**config.mk**
```make
export PLATFORM = sky130hd
export DESIGN_NAME = dm_cache_ctrl
export DESIGN_NICKNAME = d
export VERILOG_FILES = /design/src/rtl/dm_cache_ctrl.sv
export SDC_FILE = /design/constraint.sdc
export NUM_CORES = 1
export LEC_CHECK = 0
export BUFFER_PORTS_ARGS = -buffer_cell sky130_fd_sc_hd__buf_2
export CAP_MARGIN = 20
export CORE_MARGIN = 2
export CORE_UTILIZATION = 35
export DETAILED_ROUTE_END_ITERATION = 6
export SLEW_MARGIN = 20
export SYNTH_ARGS = -nofsm -noshare
export SYNTH_HDL_FRONTEND = slang
export SYNTH_SLANG_ARGS = --single-unit
```
**constraint.sdc**
```tcl
create_clock -name clk -period 14.1 [get_ports clk]
set_input_delay 0.705 -clock clk [delete_from_list [all_inputs] [get_ports clk]]
set_output_delay 0.705 -clock clk [all_outputs]
set_load 0.01 [all_outputs]
```
**src/rtl/dm_cache_ctrl.sv**
```systemverilog
// Direct-mapped, write-through, read-allocate cache controller with one-word lines.
// Define DM_CACHE_STATS_EN to add saturating hit/miss counters (stat_hits, stat_misses).
module dm_cache_ctrl #(
  parameter int unsigned ADDR_LENGTH = 16,
  parameter int unsigned DATA_WIDTH  = 32,
  parameter int unsigned LINES       = 16
`ifdef DM_CACHE_STATS_EN
  , parameter int unsigned STAT_WIDTH = 16
`endif
) (
  input  logic                   clk,
  input  logic                   rst_n,
  input  logic                   cpu_req_valid,
  output logic                   cpu_req_ready,
  input  logic                   cpu_req_we,
  input  logic [ADDR_LENGTH-1:0] cpu_req_addr,
  input  logic [DATA_WIDTH-1:0]  cpu_req_wdata,
  output logic                   cpu_rsp_valid,
  output logic [DATA_WIDTH-1:0]  cpu_rsp_rdata,
  output logic                   mem_req_valid,
  input  logic                   mem_req_ready,
  output logic                   mem_req_we,
  output logic [ADDR_LENGTH-1:0] mem_req_addr,
  output logic [DATA_WIDTH-1:0]  mem_req_wdata,
  input  logic                   mem_rsp_valid,
  input  logic [DATA_WIDTH-1:0]  mem_rsp_rdata
`ifdef DM_CACHE_STATS_EN
  , output logic [STAT_WIDTH-1:0] stat_hits,
  output logic [STAT_WIDTH-1:0]   stat_misses
`endif
);

  localparam int unsigned INDEX_BITS = $clog2(LINES);
  localparam int unsigned TAG_BITS   = ADDR_LENGTH - INDEX_BITS;

  typedef enum logic [2:0] {StIdle, StLookup, StMemRd, StMemWait, StMemWr} state_e;

  state_e                 r_state;
  logic                   r_we;
  logic [ADDR_LENGTH-1:0] r_addr;
  logic [DATA_WIDTH-1:0]  r_wdata;
  logic [LINES-1:0]       r_valid;
  logic [TAG_BITS-1:0]    r_tag  [LINES];
  logic [DATA_WIDTH-1:0]  r_data [LINES];

  logic                   r_cpu_req_ready;
  logic                   r_cpu_rsp_valid;
  logic [DATA_WIDTH-1:0]  r_cpu_rsp_rdata;
  logic                   r_mem_req_valid;
  logic                   r_mem_req_we;
  logic [ADDR_LENGTH-1:0] r_mem_req_addr;
  logic [DATA_WIDTH-1:0]  r_mem_req_wdata;

  logic [INDEX_BITS-1:0]  w_index;
  logic [TAG_BITS-1:0]    w_tag;
  logic                   w_hit;
  logic                   w_refill;
  logic                   w_wr_hit;

  assign w_index  = r_addr[INDEX_BITS-1:0];
  assign w_tag    = r_addr[ADDR_LENGTH-1:INDEX_BITS];
  assign w_hit    = r_valid[w_index] && (r_tag[w_index] == w_tag);
  assign w_refill = (r_state == StMemWait) && mem_rsp_valid;
  assign w_wr_hit = (r_state == StLookup) && r_we && w_hit;

  // Tag/data storage is deliberately not reset; the valid bits gate every use.
  always_ff @(posedge clk) begin
    if (w_refill) begin
      r_tag[w_index]  <= w_tag;
      r_data[w_index] <= mem_rsp_rdata;
    end else if (w_wr_hit) begin
      r_data[w_index] <= r_wdata;
    end
  end

  always_ff @(posedge clk or negedge rst_n) begin
    if (!rst_n) begin
      r_state         <= StIdle;
      r_we            <= 1'b0;
      r_addr          <= '0;
      r_wdata         <= '0;
      r_valid         <= '0;
      r_cpu_req_ready <= 1'b0;
      r_cpu_rsp_valid <= 1'b0;
      r_cpu_rsp_rdata <= '0;
      r_mem_req_valid <= 1'b0;
      r_mem_req_we    <= 1'b0;
      r_mem_req_addr  <= '0;
      r_mem_req_wdata <= '0;
    end else begin
      r_cpu_rsp_valid <= 1'b0;
      r_cpu_rsp_rdata <= '0;
      unique case (r_state)
        StIdle: begin
          r_cpu_req_ready <= 1'b1;
          if (cpu_req_valid && r_cpu_req_ready) begin
            r_we            <= cpu_req_we;
            r_addr          <= cpu_req_addr;
            r_wdata         <= cpu_req_wdata;
            r_cpu_req_ready <= 1'b0;
            r_state         <= StLookup;
          end
        end
        StLookup: begin
          if (!r_we && w_hit) begin
            r_cpu_rsp_valid <= 1'b1;
            r_cpu_rsp_rdata <= r_data[w_index];
            r_cpu_req_ready <= 1'b1;
            r_state         <= StIdle;
          end else begin
            // Every write goes through to memory; read misses fetch the word.
            r_mem_req_valid <= 1'b1;
            r_mem_req_we    <= r_we;
            r_mem_req_addr  <= r_addr;
            r_mem_req_wdata <= r_we ? r_wdata : '0;
            r_state         <= r_we ? StMemWr : StMemRd;
          end
        end
        StMemRd: begin
          if (mem_req_ready) begin
            r_mem_req_valid <= 1'b0;
            r_state         <= StMemWait;
          end
        end
        StMemWait: begin
          if (mem_rsp_valid) begin
            r_valid[w_index] <= 1'b1;
            r_cpu_rsp_valid  <= 1'b1;
            r_cpu_rsp_rdata  <= mem_rsp_rdata;
            r_cpu_req_ready  <= 1'b1;
            r_state          <= StIdle;
          end
        end
        StMemWr: begin
          if (mem_req_ready) begin
            r_mem_req_valid <= 1'b0;
            r_mem_req_we    <= 1'b0;
            r_cpu_rsp_valid <= 1'b1;
            r_cpu_req_ready <= 1'b1;
            r_state         <= StIdle;
          end
        end
        default: r_state <= StIdle;
      endcase
    end
  end

  assign cpu_req_ready = r_cpu_req_ready;
  assign cpu_rsp_valid = r_cpu_rsp_valid;
  assign cpu_rsp_rdata = r_cpu_rsp_rdata;
  assign mem_req_valid = r_mem_req_valid;
  assign mem_req_we    = r_mem_req_we;
  assign mem_req_addr  = r_mem_req_addr;
  assign mem_req_wdata = r_mem_req_wdata;

`ifdef DM_CACHE_STATS_EN
  logic [STAT_WIDTH-1:0] r_hits;
  logic [STAT_WIDTH-1:0] r_misses;

  always_ff @(posedge clk or negedge rst_n) begin
    if (!rst_n) begin
      r_hits   <= '0;
      r_misses <= '0;
    end else if (r_state == StLookup) begin
      if (w_hit && (r_hits != '1)) begin
        r_hits <= r_hits + 1'b1;
      end else if (!w_hit && (r_misses != '1)) begin
        r_misses <= r_misses + 1'b1;
      end
    end
  end

  assign stat_hits   = r_hits;
  assign stat_misses = r_misses;
`endif

endmodule

```
==> impl_metrics.env, run 1 <==
export IMPL_crit_required_ns=14.41
export IMPL_cts_buffers_inserted=93
export IMPL_via_count_of_the_first_global_routing_pass=18700
export IMPL_die_area_sq_um=99900
export IMPL_leakage_component_of_the_power_uw=0.0136
export IMPL_cap_viol_max_count=0
export IMPL_timing_rr_start="r_addr[0]"
export IMPL_cts_root_to_sink_buffers=3
export IMPL_critPathMaxFanout=49
export IMPL_drt_drc=0
export IMPL_grt_setup_unrepaired="no"
export IMPL_synth_simple_area_share_pct=5.01
export IMPL_timing_rr_end="r_data[1][17]"
export IMPL_category_of_the_critical_setup_timing_path="flop to flop"
export IMPL_syn_instance_count=1863
export IMPL_final_cells=3412
export IMPL_mean_number_of_vias_per_cell=5.31
export IMPL_post_place_cells=3236
export IMPL_cts_root_buf="sky130_fd_sc_hd__clkbuf_16"
export IMPL_worst_skew_pair_late_latency_ns=0.66
export IMPL_ir_drop_uv=126
export IMPL_rows=114
export IMPL_yosys_synthesis_warning_count=0
export IMPL_cts_tree="built"
export IMPL_height_of_the_die_um=316
export IMPL_synth_area_in_compound_gates_pct=3.68
export IMPL_finalSetupViolations=0
export IMPL_period_minus_slack_ns=6.11
export IMPL_rr_worst_depth=10
export IMPL_number_of_drc_markers_in_iteration_0=1672
export IMPL_num_antenna_cells=0
export IMPL_vias=18100
export IMPL_drt_first_pass_iters=5
export IMPL_cts_reportedPaths_clkPinSlew_ns=0.07
export IMPL_synth_mux_area_fraction_pct=16.4
export IMPL_layout_nets=2143
export IMPL_combined_global_route_utilization_of_all_metal_layers_pct=17.3
export IMPL_p_clk_share_pct=30.6
export IMPL_synthesis_area_sq_um=34100
export IMPL_synth_ff_latch_count=856
export IMPL_gp_congestion=0.811
export IMPL_ys_types=56
export IMPL_first_pass_grt_wire_length_um=127000
export IMPL_grt_overflow_total=0
export IMPL_netlist_area_leader_share_pct=62.0
export IMPL_half_perimeter_wire_length_after_detailed_placement_um=50300
export IMPL_postPlaceCellArea_sq_um=36700
export IMPL_grt_start_max_net_pins=109
export IMPL_max_clock_freq_ghz=0.164
export IMPL_syn_num_nets=1949
export IMPL_numClockSinks=856
export IMPL_timing_max_slew_rel_slack_pct=26.3
export IMPL_cts_htree_levels=3
export IMPL_kind_of_path_behind_the_tightest_hold_check="input pin to asynchronous set/reset pin"
export IMPL_netlist_top_cells_area="sky130_fd_sc_hd__edfxtp_1 (62%), sky130_fd_sc_hd__mux4_2 (13%), sky130_fd_sc_hd__dfrtp_1 (11%)"
export IMPL_internal_power_uw=5290
export IMPL_synth_largest_area_cell="sky130_fd_sc_hd__edfxtp_1"
export IMPL_detail_route_wl_per_cell_um=25.1
export IMPL_drive_above_1_share_pct=29.8
export IMPL_kind_of_end_point_of_the_critical_path="flop"
export IMPL_netlist_top_cells_count="sky130_fd_sc_hd__edfxtp_1 (704), sky130_fd_sc_hd__nand2_1 (213), sky130_fd_sc_hd__mux4_2 (196), sky130_fd_sc_hd__dfrtp_1 (152), sky130_fd_sc_hd__clkbuf_1 (80)"
export IMPL_cts_resized_gates=0
export IMPL_routed_wl_um=85700
export IMPL_seqPwrFrac_pct=42.6
export IMPL_sw_frac_of_total_pct=31.7
export IMPL_timing_final_hold_violations=0
export IMPL_syn_mean_instance_area_sq_um=18.3
export IMPL_synth_most_common_cell="sky130_fd_sc_hd__edfxtp_1"
export IMPL_flow_area_growth_from_synthesis_pct=16.6
export IMPL_worst_pin_slew_ns=1.11
export IMPL_reg2reg_setup_slack_ns=7.99
export IMPL_synth_enable_flop_cells=704
export IMPL_main_combinational_cell_family_by_area_after_synthesis="multiplexers"
export IMPL_core_sq_um=96600
export IMPL_ys_flop_type="sky130_fd_sc_hd__edfxtp_1"
export IMPL_finalSetupTns_ns=0
export IMPL_run_status="completed"
export IMPL_floorplan_initialDensity_pct=35.3
export IMPL_worst_setup_path_start_kind="flop"
export IMPL_power_per_cell_area_nw_per_um2=195
export IMPL_drv_slew=0
export IMPL_drt_antenna_violating_nets=0
export IMPL_synth_async_reset_ratio_pct=17.8
export IMPL_chip_width_um=316
export IMPL_critPathArrivalTime_ns=6.42
export IMPL_synth_xor_area_share_pct=0.154
export IMPL_number_of_antenna_violations_at_the_first_check_in_global_routing=6
export IMPL_ys_seq_area_share_pct=73.2
export IMPL_final_cell_area_sq_um=39700
export IMPL_io_buffers=169
export IMPL_post_synth_fa_ha_maj_area_fraction_pct=0
export IMPL_comb_power_share_pct=26.8
export IMPL_final_period_utilization_pct=43.4
export IMPL_number_of_setup_buffers_added_after_cts=0
export IMPL_number_of_primary_i_o_pins=170
export IMPL_hold_buffers=0
export IMPL_finalClockSkew_ns=0.0283
export IMPL_power_switching_uw=2450
cell usage in the layout (no fill, tap or decap), types with 18 or more instances in the layout:
cell                          n
sky130_fd_sc_hd__a21oi_1     42
sky130_fd_sc_hd__and3_1      18
sky130_fd_sc_hd__buf_2      168
sky130_fd_sc_hd__buf_4       43
sky130_fd_sc_hd__clkbuf_1    30
sky130_fd_sc_hd__clkbuf_16   94
sky130_fd_sc_hd__dfrtp_1    148
sky130_fd_sc_hd__edfxtp_1   704
sky130_fd_sc_hd__mux2_2      33
sky130_fd_sc_hd__mux2i_1     70
sky130_fd_sc_hd__mux4_2     196
sky130_fd_sc_hd__nand2_1    212
sky130_fd_sc_hd__nand3_1     19
sky130_fd_sc_hd__nor2_1      25
sky130_fd_sc_hd__nor2b_1     21
sky130_fd_sc_hd__o21ai_0     66
registers in the layout (all words and copies together), names as in the netlist, 16 cells and up:
name / cells
r_addr: 16
r_wdata: 32
mem_req_addr: 16
r_tag: 192
r_valid: 16
mem_req_wdata: 32
r_data: 512
cpu_rsp_rdata: 32
critical path: stages, from the launching register on:
cell and delay (ns):
sky130_fd_sc_hd__dfrtp_4 0.62, sky130_fd_sc_hd__buf_4 0.83, sky130_fd_sc_hd__mux4_2 0.63, sky130_fd_sc_hd__nand2_1 0.09
sky130_fd_sc_hd__a32oi_1 0.14, sky130_fd_sc_hd__nor4bb_1 0.53, sky130_fd_sc_hd__o22a_1 0.78, sky130_fd_sc_hd__nand4_4 0.21
sky130_fd_sc_hd__buf_4 0.49, sky130_fd_sc_hd__a211oi_4 0.88, sky130_fd_sc_hd__buf_4 0.50
cell type report:
cell class,instances,area [sq um]
Fill cell,8541,56800
Clock buffer,131,2560
Sequential cell,856,25000
Multi-Input combinational cell,880,8860
Timing Repair Buffer,216,1260
Clock inverter,43,457
Tap cell,1276,1600
Inverter,10,38.8
how the worst max path moves through the flow:
stage                         start       endpoint
after floorplan           r_addr[1]  r_data[10][0]
after global placement    r_addr[1]  r_data[1][21]
after detailed placement  r_addr[1]  r_data[2][28]
after CTS                 r_addr[1]  r_data[2][17]
after global routing      r_addr[0]  r_data[1][15]
final                     r_addr[0]  r_data[1][17]
power groups by stage:
stage          sequential, uW  combinational [uW]  clock [uW]
6_report                 3300                2070        2370
5_1_grt                  3330                2240        2530
4_1_cts                  3300                2110        2430
3_5_place_dp             3350                2100           0
3_3_place_gp             3340                2090           0
2_1_floorplan            3230                1450           0
through the flow:
stage	setup WS (ns)	total power (uW)	hold WS (ns)	util, %
2_1_floorplan	8.53	4680	0.409	-
3_3_place_gp	8.04	5420	0.446	38.0
3_5_place_dp	7.90	5450	0.450	38.0
4_1_cts	7.89	7830	0.0809	41.1
5_1_grt	7.66	8100	0.105	41.1
6_report	7.99	7740	0.0720	41.1
cells by family (layout without fill, tap and decap cells):
family / after synthesis / after routing
mux: 307 / 307
simple gates: 375 / 375
xor+xnor: 6 / 6
flops: 856 / 856
buf+inv: 127 / 400
compound gates: 192 / 192
routing by layer:
| layer | vias up | GRT usage, % | part of all wire [%] |
|---|---|---|---|
| li1 | 7774 | - | - |
| met1 | 9545 | 24.1 | 42 |
| met2 | 675 | 28.4 | 49 |
| met3 | 122 | 2.68 | 6.5 |
| met4 | 0 | 4.56 | 2.0 |
| met5 | - | 0 | 0 |
Power figures use the tool's default switching activity.
==> run 2, diff against run 1 <==
- ABC_AREA: not set -> 1
- clock period: 14.1 -> 6 ns (I/O delays scaled with it)
==> run 2 against run 1 <==
Net effect: synthesized cell count is 40% higher; clock skew shrank 0.0087 ns; fmax grew 33%; combinational power rose by 140%; setup slack lost 6.6 ns; wire length increased by 8.0%; critical endpoint is now r_data[1][25]; largest cell class unchanged.
==> impl_metrics.env, run 2 <==
export IMPL_run_status="completed"
export IMPL_critPathSlowestCell="sky130_fd_sc_hd__inv_6"
export IMPL_synthesis_area_sq_um=33400
export IMPL_layout_cells_most_common_list="sky130_fd_sc_hd__nand2_1 (710), sky130_fd_sc_hd__edfxtp_1 (704), sky130_fd_sc_hd__nor3_1 (279)"
export IMPL_timing_rr_start="r_addr[0]"
export IMPL_cts_reportedPaths_clkPinSlew_ns=0.06
export IMPL_synth_largest_area_cell="sky130_fd_sc_hd__edfxtp_1"
export IMPL_flow_area_growth_from_synthesis_pct=19.0
export IMPL_detail_route_wl_per_cell_um=22.1
export IMPL_netlist_top_cells_count="sky130_fd_sc_hd__nand2_1 (711), sky130_fd_sc_hd__edfxtp_1 (704), sky130_fd_sc_hd__nor3_1 (279), sky130_fd_sc_hd__o22ai_1 (157), sky130_fd_sc_hd__dfrtp_1 (152)"
export IMPL_gp_congestion=0.791
export IMPL_cts_htree_levels=3
export IMPL_synth_async_reset_ratio_pct=17.8
export IMPL_cap_viol_max_count=0
export IMPL_netlist_area_leader_share_pct=63.2
export IMPL_syn_instance_count=2601
export IMPL_synth_most_common_cell="sky130_fd_sc_hd__nand2_1"
export IMPL_cts_root_to_sink_buffers=3
export IMPL_half_perimeter_wire_length_after_detailed_placement_um=52400
export IMPL_finalHoldWorstSlack_ns=0.0365
export IMPL_ys_seq_area_share_pct=74.6
export IMPL_rr_worst_depth=15
export IMPL_netlist_top_cells_area="sky130_fd_sc_hd__edfxtp_1 (63%), sky130_fd_sc_hd__dfrtp_1 (11%), sky130_fd_sc_hd__nand2_1 (8.0%)"
export IMPL_drt_first_pass_iters=5
export IMPL_number_of_antenna_violations_at_the_first_check_in_global_routing=2
export IMPL_timing_max_slew_rel_slack_pct=28.4
export IMPL_number_of_drc_markers_in_iteration_0=2281
export IMPL_timing_rr_end="r_data[1][25]"
export IMPL_path_common_cell="sky130_fd_sc_hd__nand2_1"
export IMPL_drt_antenna_violating_nets=0
export IMPL_drive_above_1_share_pct=16.1
export IMPL_drt_drc=0
export IMPL_mean_number_of_vias_per_cell=5.21
export IMPL_reg_largest_list="r_data x512, r_tag x192"
export IMPL_worst_skew_pair_late_latency_ns=0.65
export IMPL_core_sq_um=94900
export IMPL_final_period_utilization_pct=76.6
export IMPL_largest_reg_by_ff_count="r_data"
export IMPL_max_clock_freq_ghz=0.218
export IMPL_ys_flop_type="sky130_fd_sc_hd__edfxtp_1"
export IMPL_postLayoutCoreUtil_pct=41.9
export IMPL_grt_start_max_net_pins=185
export IMPL_hold_depth=3
export IMPL_first_pass_grt_wire_length_um=139000
export IMPL_synth_enable_flop_cells=704
export IMPL_height_of_the_die_um=313
export IMPL_ir_drop_uv=336
export IMPL_kind_of_path_behind_the_tightest_hold_check="input pin to flop"
export IMPL_syn_num_nets=2687
export IMPL_period_minus_slack_ns=4.60
export IMPL_number_of_setup_buffers_added_after_cts=0
export IMPL_crit_required_ns=6.38
export IMPL_finalSetupViolations=0
export IMPL_rows=113
export IMPL_finalSetupTns_ns=0
export IMPL_number_of_primary_i_o_pins=170
export IMPL_chip_width_um=313
export IMPL_reg2reg_setup_slack_ns=1.40
export IMPL_leakage_component_of_the_power_uw=0.0148
export IMPL_grt_overflow_total=0
export IMPL_yosys_synthesis_warning_count=0
export IMPL_min_delay_start="mem_rsp_rdata[23]"
export IMPL_timing_final_hold_violations=0
export IMPL_worst_pin_slew_ns=1.07
export IMPL_dp_worst_setup_slack_ns=1.49
export IMPL_final_critical_path_setup_slack_ns=1.40
export IMPL_critPathMaxFanout=109
export IMPL_drv_slew=0
export IMPL_floorplan_initialDensity_pct=35.2
export IMPL_layout_nets=2945
export IMPL_mostFrequentLayoutCell="sky130_fd_sc_hd__nand2_1"
export IMPL_cts_buffers_inserted=84
export IMPL_synth_ff_latch_count=856
export IMPL_io_buffers=169
export IMPL_numClockSinks=856
export IMPL_die_area_sq_um=98000
export IMPL_kind_of_end_point_of_the_critical_path="flop"
export IMPL_syn_mean_instance_area_sq_um=12.9
export IMPL_grt_setup_unrepaired="no"
export IMPL_power_per_cell_area_nw_per_um2=450
export IMPL_routed_wl_um=92600
export IMPL_critPathArrivalTime_ns=4.97
export IMPL_worst_hold_path_endpoint="cpu_rsp_rdata[23]"
export IMPL_total_power_uw=17900
export IMPL_ys_types=34
export IMPL_via_count_of_the_first_global_routing_pass=21600
export IMPL_combined_global_route_utilization_of_all_metal_layers_pct=18.6
export IMPL_vias=21800
export IMPL_longest_individual_stage_delay_on_the_worst_path_ns=0.71
export IMPL_cts_tree="built"
export IMPL_finalClockSkew_ns=0.0195
export IMPL_cts_root_buf="sky130_fd_sc_hd__clkbuf_16"
export IMPL_crit_path_cell_trace="inv_6 -> nor2_2 -> nand2_1 -> nand4_1 -> nand2_1 -> nand2_1 -> nor2_1 -> and2_1 -> nand3_1 -> nor2_1 -> nand2_1 -> nor2_4 -> buf_4 -> o21ai_0 -> buf_4"
export IMPL_category_of_the_critical_setup_timing_path="flop to flop"
export IMPL_largest_register_ff_count=512
export IMPL_worst_setup_path_start_kind="flop"
==> run 2: cell types whose count changed after synthesis, sizes merged, moves of 21 or more <==
cell	before	now
nor2	36	61
nor2b	21	0
nand2	213	714
mux4	196	0
o31ai	4	94
inv	10	69
mux2i	70	0
o22ai	7	157
o2111ai	0	31
buf	37	68
nor3	6	279
==> run 2: what timing repair did <==
action                                 CTS  global route
hold buffers                            73             0
endpoints found under the hold margin  171             0
gates resized for setup                  0             0
==> run 2: how the worst max path moves through the flow <==
stage,startpoint,end,slack (ns)
finish,r_addr[0],r_data[1][25],1.40
global route,r_addr[0],r_data[13][29],1.03
CTS,r_addr[0],r_data[14][29],1.47
detailed placement,r_addr[1],r_data[0][25],1.49
global placement,r_addr[1],r_data[8][15],1.51
floorplan,r_addr[0],r_data[12][0],1.96
==> run 2: critical path, delay by kind of cell (launching register included) <==
family / cells / cell delay (ns)
simple gates: 11 / 1.51
buf+inv: 3 / 1.60
compound gates: 1 / 0.47
flops: 1 / 0.60
==> run 2: stage by stage <==
step                cells  area, sq um
floorplan            2601        33400
global placement     3964        36200
detailed placement   3964        36200
CTS                  4193        39800
global route         4194        39800
finish               4196        39800
==> run 2: final cells by class <==
cell class / instances / area, sq um
diodes: 2 / 5.00
well taps: 1265 / 1580
multi-input cells: 1507 / 7710
flip-flops and latches: 856 / 25000
fillers: 8686 / 55100
inverters: 71 / 277
clock buffers: 118 / 2370
repair buffers: 339 / 2450
clock inverters: 38 / 439
==> run 2: layer usage <==
layer  up-vias  GRT usage, %  routed length, um
li1      10000             -                  -
met1     11000          25.3              39200
met2       732          30.9              45500
met3       136          2.76               5430
met4         2          5.51               2500
met5         -             0                  8
==> run 2: report_power, final <==
part | switching [uW] | internal, uW | leakage, uW
clock | 2250 | 3160 | 0.00136
combinational | 3420 | 1450 | 0.00526
sequential | 571 | 7050 | 0.00819
==> run 2: logic make-up after synthesis <==
kind of cell    share of synthesized area [%]
simple gates                             13.4
buf+inv                                  3.02
mux                                      1.38
compound gates                           7.59
flops                                    74.6
==> run 3, diff against run 2 <==
- clock period: 6 -> 4.66 ns (I/O delays scaled with it)
==> run 3 against run 2 <==
Net effect: the flow now finishes with violations (negative hold slack); register-to-register slack lost 0.80 ns; fmax grew 13%; setup slack got worse by 0.80 ns; critical path type unchanged; largest cell class unchanged; largest power group unchanged.
==> impl_metrics.env, run 3 (synthesized netlist as in run 2, its figures left out) <==
export IMPL_floorplan_initialDensity_pct=35.2
export IMPL_kind_of_path_behind_the_tightest_hold_check="input pin to flop"
export IMPL_grt_overflow_total=0
export IMPL_run_status="complete, but fails checks"
export IMPL_postPlaceCellArea_sq_um=36400
export IMPL_number_of_drc_markers_in_iteration_0=2262
export IMPL_rr_worst_depth=18
export IMPL_leakage_component_of_the_power_uw=0.0149
export IMPL_chip_width_um=313
export IMPL_mostFrequentLayoutCell="sky130_fd_sc_hd__nand2_1"
export IMPL_largest_reg_by_ff_count="r_data"
export IMPL_final_cells=4217
export IMPL_routed_wl_um=93700
export IMPL_cts_reportedPaths_clkPinSlew_ns=0.06
export IMPL_violations_in_the_final_reports="negative hold slack"
export IMPL_cts_root_buf="sky130_fd_sc_hd__clkbuf_16"
export IMPL_die_area_sq_um=98000
export IMPL_finalHoldWorstSlack_ns=-0.0000623
export IMPL_power_per_cell_area_nw_per_um2=571
export IMPL_first_pass_grt_wire_length_um=139000
export IMPL_grt_start_max_net_pins=99
export IMPL_reg2reg_setup_slack_ns=0.60
export IMPL_vias=22100
export IMPL_number_of_antenna_violations_at_the_first_check_in_global_routing=1
export IMPL_num_antenna_cells=0
export IMPL_detail_route_wl_per_cell_um=22.2
export IMPL_post_place_cells=3980
export IMPL_drt_drc=0
export IMPL_flow_area_growth_from_synthesis_pct=19.1
export IMPL_layout_nets=2966
export IMPL_grt_setup_unrepaired="no"
export IMPL_cts_buffers_inserted=86
export IMPL_cts_resized_gates=0
export IMPL_rows=113
export IMPL_largest_register_ff_count=512
export IMPL_timing_rr_end="r_data[15][12]"
export IMPL_cap_viol_max_count=0
export IMPL_final_period_utilization_pct=87.0
export IMPL_finalClockSkew_ns=0.0228
export IMPL_drt_first_pass_iters=5
export IMPL_min_delay_start="mem_rsp_rdata[20]"
export IMPL_critPathMaxFanout=36
export IMPL_gp_congestion=0.774
export IMPL_combined_global_route_utilization_of_all_metal_layers_pct=18.8
export IMPL_timing_final_hold_violations=1
export IMPL_fillCellCount=8721
export IMPL_via_count_of_the_first_global_routing_pass=21500
export IMPL_category_of_the_critical_setup_timing_path="flop to flop"
export IMPL_worst_hold_path_endpoint="cpu_rsp_rdata[20]"
export IMPL_height_of_the_die_um=313
export IMPL_cts_root_to_sink_buffers=3
export IMPL_timing_rr_start="r_addr[0]"
export IMPL_total_power_uw=22700
export IMPL_worst_skew_pair_late_latency_ns=0.66
export IMPL_core_sq_um=94900
export IMPL_finalSetupViolations=0
export IMPL_mean_number_of_vias_per_cell=5.24
export IMPL_hold_depth=3
export IMPL_number_of_setup_buffers_added_after_cts=0
export IMPL_half_perimeter_wire_length_after_detailed_placement_um=52600
export IMPL_period_minus_slack_ns=4.06
export IMPL_ir_drop_uv=315
export IMPL_kind_of_end_point_of_the_critical_path="flop"
export IMPL_layout_cells_most_common_list="sky130_fd_sc_hd__nand2_1 (710), sky130_fd_sc_hd__edfxtp_1 (704), sky130_fd_sc_hd__nor3_1 (279)"
export IMPL_io_buffers=169
export IMPL_critPathArrivalTime_ns=4.33
export IMPL_cts_tree="built"
export IMPL_reg_largest_list="r_data x512, r_tag x192"
export IMPL_final_cell_area_sq_um=39800
export IMPL_worst_setup_path_start_kind="flop"
export IMPL_worst_pin_slew_ns=1.16
export IMPL_crit_required_ns=4.94
export IMPL_finalSetupTns_ns=0
export IMPL_timing_max_slew_rel_slack_pct=22.4
export IMPL_max_clock_freq_ghz=0.247
export IMPL_drive_above_1_share_pct=16.4
export IMPL_cts_htree_levels=3
export IMPL_number_of_primary_i_o_pins=170
export IMPL_numClockSinks=856
export IMPL_drt_antenna_violating_nets=0
export IMPL_drv_slew=0
export IMPL_worstSetupStartpoint="r_addr[0]"
-- run 3: metrics by stage --
stage,hold slack (ns),setup WS [ns],util [%]
after global placement,0.310,0.472,38.3
after floorplan,-0.0626,0.623,-
final,-0.0000623,0.604,42.0
after detailed placement,0.324,0.614,38.3
after CTS,0.0180,0.580,41.9
after global routing,0.00419,0.268,42.0
-- run 3: worst max path at each step --
| stage | depth (start not counted) | end | slack (ns) |
|---|---|---|---|
| after floorplan | 19 | r_data[15][0] | 0.62 |
| after global placement | 17 | r_data[11][27] | 0.47 |
| after detailed placement | 18 | r_data[15][21] | 0.61 |
| after CTS | 18 | r_data[15][12] | 0.58 |
| after global routing | 18 | r_data[14][18] | 0.27 |
| final | 18 | r_data[15][12] | 0.60 |
-- run 3: layout make-up --
class	instances	area, sq um	area share, %
inverter	71	277	0.695
clock inverter	35	273	0.685
tap	1265	1580	3.98
clock buffer	125	2380	5.98
multi-input combinational	1507	7720	19.4
sequential	856	25000	62.7
timing repair buffer	358	2620	6.59
-- run 3: routing by layer --
layer / up-vias / routed length [um] / track usage (%)
li1: 10100 / - / -
met1: 11200 / 40300 / 25.5
met4: 2 / 2920 / 6.22
met2: 674 / 45200 / 30.8
met3: 146 / 5230 / 2.86
met5: - / 10 / 0
-- run 3: power breakdown --
group	leakage [uW]	switching (uW)	internal, uW	total (uW)
clock network	0.00131	2910	3680	6590
logic	0.00536	4440	1940	6390
registers	0.00819	680	9080	9760
total	0.0149	8030	14700	22700
-- run 3: worst max-delay path, cell delays in order (launching register included) --
cell,delay [ns]
sky130_fd_sc_hd__dfrtp_4,0.57
sky130_fd_sc_hd__inv_6,0.26
sky130_fd_sc_hd__buf_4,0.47
sky130_fd_sc_hd__nand2_1,0.11
sky130_fd_sc_hd__nand2_1,0.08
sky130_fd_sc_hd__nand2_1,0.04
sky130_fd_sc_hd__nand2_1,0.09
sky130_fd_sc_hd__nand2_1,0.05
sky130_fd_sc_hd__nand2_1,0.15
sky130_fd_sc_hd__o21ai_0,0.10
sky130_fd_sc_hd__nand2_1,0.09
sky130_fd_sc_hd__nand3_1,0.07
sky130_fd_sc_hd__nor2_1,0.19
sky130_fd_sc_hd__nand2_1,0.18
sky130_fd_sc_hd__nor2_4,0.16
sky130_fd_sc_hd__inv_1,0.06
sky130_fd_sc_hd__buf_4,0.27
sky130_fd_sc_hd__a21oi_4,0.18
sky130_fd_sc_hd__buf_4,0.51
-- run 3: repair_timing --
| action | in CTS | in global routing |
|---|---|---|
| hold buffers | 75 | 1 |
| hold endpoints to repair | 146 | 1 |
| endpoints found under the setup margin | 0 | 0 |
